===== config.mk =====
export PLATFORM = sky130hd
export DESIGN_NAME = registro_fifo
export DESIGN_NICKNAME = d
export VERILOG_FILES = /design/src/rtl/registro_fifo.sv
export SDC_FILE = /design/constraint.sdc
export NUM_CORES = 1
export LEC_CHECK = 0
export CORE_MARGIN = 1
export CORE_UTILIZATION = 50
export CTS_CLUSTER_SIZE = 10
export DETAILED_ROUTE_END_ITERATION = 10
export GPL_TIMING_DRIVEN = 0
export PLACE_DENSITY_LB_ADDON = 0.15
export RECOVER_POWER = 50
export SYNTH_ARGS = -nofsm -noshare
export SYNTH_HDL_FRONTEND = slang
export SYNTH_SLANG_ARGS = --single-unit

===== constraint.sdc =====
create_clock -name clk_i -period 4.15 [get_ports clk_i]
set_input_delay 0.6225 -clock clk_i [delete_from_list [all_inputs] [get_ports clk_i]]
set_output_delay 0.6225 -clock clk_i [all_outputs]
set_load 0.03 [all_outputs]

===== src/rtl/registro_fifo.sv =====
// rtl/registro_fifo.sv - N-bit x DEPTH register queue with push/pop handshake, occupancy count and error flags
//
// Purpose: buffers words in order between a producer and a consumer in the same
// clock domain. Storage is a register array addressed by wrap-around pointers;
// the popped word is held on a registered output until the next accepted pop.
//
// Ports:
//   clk_i        clock, all state changes on the rising edge
//   rst_i        asynchronous active-low reset
//   clear_i      synchronous flush, wins over push/pop
//   push_i       write request, data_i captured when accepted
//   data_i       write data (N bits)
//   pop_i        read request
//   data_o       last popped word (registered)
//   full_o       count_o == DEPTH
//   empty_o      count_o == 0
//   count_o      current occupancy, 0..DEPTH
//   overflow_o   one-cycle pulse per rejected push
//   underflow_o  one-cycle pulse per rejected pop
module registro_fifo #(
  parameter int N     = 32,
  parameter int DEPTH = 8
) (
  input  logic                     clk_i,
  input  logic                     rst_i,
  input  logic                     clear_i,
  input  logic                     push_i,
  input  logic [N-1:0]             data_i,
  input  logic                     pop_i,
  output logic [N-1:0]             data_o,
  output logic                     full_o,
  output logic                     empty_o,
  output logic [$clog2(DEPTH):0]   count_o,
  output logic                     overflow_o,
  output logic                     underflow_o
);

  localparam int PW = $clog2(DEPTH);
  localparam int CW = PW + 1;
  localparam logic [CW-1:0] DEPTH_C = CW'(DEPTH);

  logic [N-1:0]  mem [DEPTH];
  logic [PW-1:0] wr_ptr;
  logic [PW-1:0] rd_ptr;
  logic          push_ok;
  logic          pop_ok;

  assign full_o  = (count_o == DEPTH_C);
  assign empty_o = (count_o == '0);

  // A full queue still accepts a push when a pop frees the slot the same edge.
  // On an empty queue the pop is rejected even if a push arrives, so the new
  // word is never bypassed to data_o.
  always_comb begin
    push_ok = 1'b0;
    pop_ok  = 1'b0;
    push_ok = push_i && (!full_o || pop_i);
    pop_ok  = pop_i && !empty_o;
  end

  always_ff @(posedge clk_i or negedge rst_i) begin
    if (!rst_i) begin
      wr_ptr      <= '0;
      rd_ptr      <= '0;
      count_o     <= '0;
      data_o      <= '0;
      overflow_o  <= 1'b0;
      underflow_o <= 1'b0;
    end else if (clear_i) begin
      wr_ptr      <= '0;
      rd_ptr      <= '0;
      count_o     <= '0;
      overflow_o  <= 1'b0;
      underflow_o <= 1'b0;
    end else begin
      if (push_ok) begin
        wr_ptr <= wr_ptr + PW'(1);
      end
      if (pop_ok) begin
        // When full with push+pop, wr_ptr == rd_ptr: this reads the old word
        // while the storage block overwrites it on the same edge.
        data_o <= mem[rd_ptr];
        rd_ptr <= rd_ptr + PW'(1);
      end
      case ({push_ok, pop_ok})
        2'b10:   count_o <= count_o + CW'(1);
        2'b01:   count_o <= count_o - CW'(1);
        default: count_o <= count_o;
      endcase
      overflow_o  <= push_i && !push_ok;
      underflow_o <= pop_i && !pop_ok;
    end
  end

  // Storage carries no reset; only pointers and count define validity.
  always_ff @(posedge clk_i) begin
    if (rst_i && !clear_i && push_ok) begin
      mem[wr_ptr] <= data_i;
    end
  end

endmodule

==> summary.txt <==
Clock network
  • # clock sinks: 300
  • Root Buffer: clkbuf_16
  • H-tree levels: 2
  • Clk slew on worst S/H paths: about 0.05 ns
  • Post-CTS Setup Repair Bufs: 0
  • Worst skew pair latency: roughly 0.50 ns
  • Clock Tree Buf Depth: 3
  • CTS tree: yes
  • CTS resizes: 0
  • CTS buffer count: 36
  • Hold-fix buffers at CTS: 0

Die
  • Die area: between 20000 and 25000 µm²
  • Site Rows: 55
  • # IOs: between 70 and 80
  • Die height: about 150 µm
  • Die Wd: between 150 and 200 µm
  • Starting density of the core: 0.5095
  • Total core area: roughly 23000 µm²

Timing
  • Final Max Slew Viols: 0
  • Worst-Margin Slew: about 1.4 ns
  • RSZ-0062 raised after global routing: no
  • Worst Skew: between 0.01 and 0.015 ns
  • Minimum clock period: roughly 3.2 ns
  • Period utilization: 0.7635
  • Worst slew margin: 0.05219
  • Final setup violation count: 0
  • Final WS setup: roughly 0.98 ns
  • Final hold vios: 0
  • Achievable Freq: 0.3156 GHz

Route
  • Total Wirelength: around 24 mm
  • Pre-antenna DRT Iters: 4
  • Via density: about 5.6
  • Vias: roughly 5700
  • Post-route ant nets: 0
  • Wirelength per Cell: 23.34 µm
  • Starting DRT DRC Count: about 350
  • Drt drc: 0

Logic synthesis
  • Synth Area in Simple Gates: 0.03264
  • Dominant cells by area after synthesis: edfxtp_1 (67%), mux4_2 (13%), dfrtp_1 (9.6%)
  • Cells after synthesis: 560
  • Post-Synth XOR/XNOR Area: 0.003808
  • YS warnings: 0
  • Top_reg_cell synth: edfxtp_1
  • Yosys cell types: 38
  • Synth area leader: edfxtp_1
  • Number of synthesized flops with an enable pin: roughly 260
  • Post-Syn Nets: 602
  • Combinational family with the most area after synthesis: multiplexers
  • Synth Area in Compound Gates: 0.02295
  • Synthesized area: around 12000 µm²
  • Sequential share of the synthesized area: 0.7641
  • #FFs+latches synth: 300
  • Post-synthesis async set-or-reset flop share: 0.1467
  • Multiplexer share of the synthesized area: 0.1549
  • Synth top area share: 0.6684
  • Avg Inst Size Synth: 20.54 µm²
  • Area share of fa/ha/maj cells after synthesis: 0.006092

Critical path
  • CP startpoint kind: input port
  • Crit path required time: 4.35 ns
  • Worst Path Max Fanout: 9
  • Crit. End Element: flop
  • Critical path class: in -> reg
  • Crit path DAT: about 3.4 ns

Finish
  • Area Overhead vs Synth: 21.91%
  • Final core utilization: 0.6212
  • Share of post-route cells with drive strength above 1: 0.2222
  • # nets final: approximately 740

Pwr
  • Pwr/cell area: 622.2 nW/µm²
  • P_sw: approximately 2.5 mW
  • Sequential power share: 0.417
  • VDD IR max: ~420 µV
  • Leak: ~4.6 nW
  • Clock power share: 0.329
  • Sw Share: 0.2831
  • Internal: 6.254 mW
  • Combinational group share of total power: 0.254

Run
  • Max-cap violations: 0

Placed design
  • Port-buffer cells: 75
  • Detailed placement HPWL: 14.96 mm
  • RePlAce Congestion: around 0.77
  • Place WS: between 0.5 and 0.6 ns

Global routing
  • Antenna violations before repair: 2
  • Largest net degree at the start of global routing: 30
  • Vias in the first global route: 6036
  • Gr ovfl total: 0
  • GRT Overall Usage: 0.2100
  • First-pass GRT wire length: 36.30 mm

Worst hold path
  • Min-delay worst type: in -> async

Status
  • Outcome: complete, no violations
[layer usage]
layer | vias to the layer above | part of all wire | GRT usage
met4 | 0 | 0.013 | 0.06048
met2 | 121 | 0.52 | 0.3517
met3 | 27 | 0.042 | 0.03100
li1 | 2536 | - | -
met1 | 2985 | 0.43 | 0.2894
met5 | - | 0 | 0
[area by class of cell]
class | instances | area (µm²)
sequential | 300 | 8788
tap | 285 | 356.6
clock buffer | 63 | 1075
timing repair buffer | 95 | 1055
fill | 1592 | 8551
antenna | 2 | 5.005
inverter | 1 | 5.005
clock inverter | 2 | 20.02
buffer | 27 | 137.6
multi-input combinational | 232 | 2579
[cell families (layout without fill, tap and decap cells)]
kind of cell | count (synthesis) | in the layout
multiplexers | 98 | 98
flip-flops | 300 | 300
adder cells (fa/ha/maj) | 5 | 5
XOR/XNOR | 5 | 5
AND/OR/NAND/NOR | 79 | 79
buffers and inverters | 28 | 188
AO/OA/AOI/OAI | 45 | 45
other | 0 | 2
[power by group through the flow]
| stage | logic (mW) | clock network [mW] | registers (mW) |
|---|---|---|---|
| after global routing | 2.39 | 3.04 | 3.66 |
| after global placement | 2.24 | 0 | 3.69 |
| after floorplan | 1.19 | 0 | 4.01 |
| after CTS | 2.30 | 2.93 | 3.64 |
| final | 2.22 | 2.87 | 3.63 |
| after detailed placement | 2.29 | 0 | 3.69 |
[cells in the final DEF (no fill, tap or decap), types with 7 or more instances in the layout]
cell / n
edfxtp_1: 256
clkdlybuf4s50_1: 42
a21oi_1: 31
clkbuf_1: 36
clkbuf_16: 38
mux4_2: 64
buf_2: 7
dfrtp_1: 44
mux2i_1: 34
buf_8: 7
buf_6: 9
dlygate4sd3_1: 32
nor2_1: 40
[registers in the layout, summed over array words and instances, names as in the netlist]
signal / flops
data_o: 32
overflow_o: 1
mem: 256
wr_ptr: 3
underflow_o: 1
count_o: 4
rd_ptr: 3
[cell usage after synthesis (2+ instances only)]
| cell type | count |
|---|---|
| o211ai_1 | 2 |
| a21oi_2 | 4 |
| mux4_2 | 64 |
| nand2_1 | 5 |
| edfxtp_1 | 256 |
| or3b_2 | 2 |
| clkbuf_1 | 8 |
| nor2_1 | 43 |
| nand2b_1 | 3 |
| xor2_1 | 4 |
| dfrtp_1 | 44 |
| buf_2 | 8 |
| ha_1 | 4 |
| nor3_1 | 9 |
| nor2_2 | 5 |
| buf_6 | 5 |
| mux2i_1 | 34 |
| or3_1 | 2 |
| buf_4 | 5 |
| nand3_1 | 5 |
| a21oi_1 | 31 |
[stage by stage]
stage                     cells  total power [mW]  hold WS [ns]  instance area (µm²)  setup TNS, ns
after floorplan             560             5.197        0.3269                11500         -4.467
after global placement      920             5.931        0.5067                12610        -896.89
after detailed placement    940             5.981        0.5154                12960              0
after CTS                  1005             8.867        0.1454                14060              0
after global routing       1005             9.098        0.4959                14020              0
final                      1007             8.724        0.4474                14020              0
[path summary, 6_finish.rpt]
check	to	depth (start not counted)	start	slack, ns
max	mem[4][20]$_DFFE_PP_	6	push_i	0.98
min	count_o[3]$_DFFE_PN0P_	1	rst_i	0.45
max reg2reg	mem[4][20]$_DFFE_PP_	6	count_o[1]$_DFFE_PN0P_	1.14
min reg2reg	data_o[27]$_DFFE_PN0P_	2	data_o[27]$_DFFE_PN0P_	0.53
max in group asynchronous	data_o[18]$_DFFE_PN0P_	1	rst_i	2.86
min in group clk_i	rd_ptr[1]$_DFFE_PN0P_	3	pop_i	0.48
[worst max-delay path, stage by stage]
cell	delay (ns)
clkdlybuf4s50_1	0.63
o21ai_0	0.31
or3_1	0.54
nor3_2	0.82
buf_8	0.24
buf_6	0.18
Note: power is estimated with default switching activity, not from simulation.
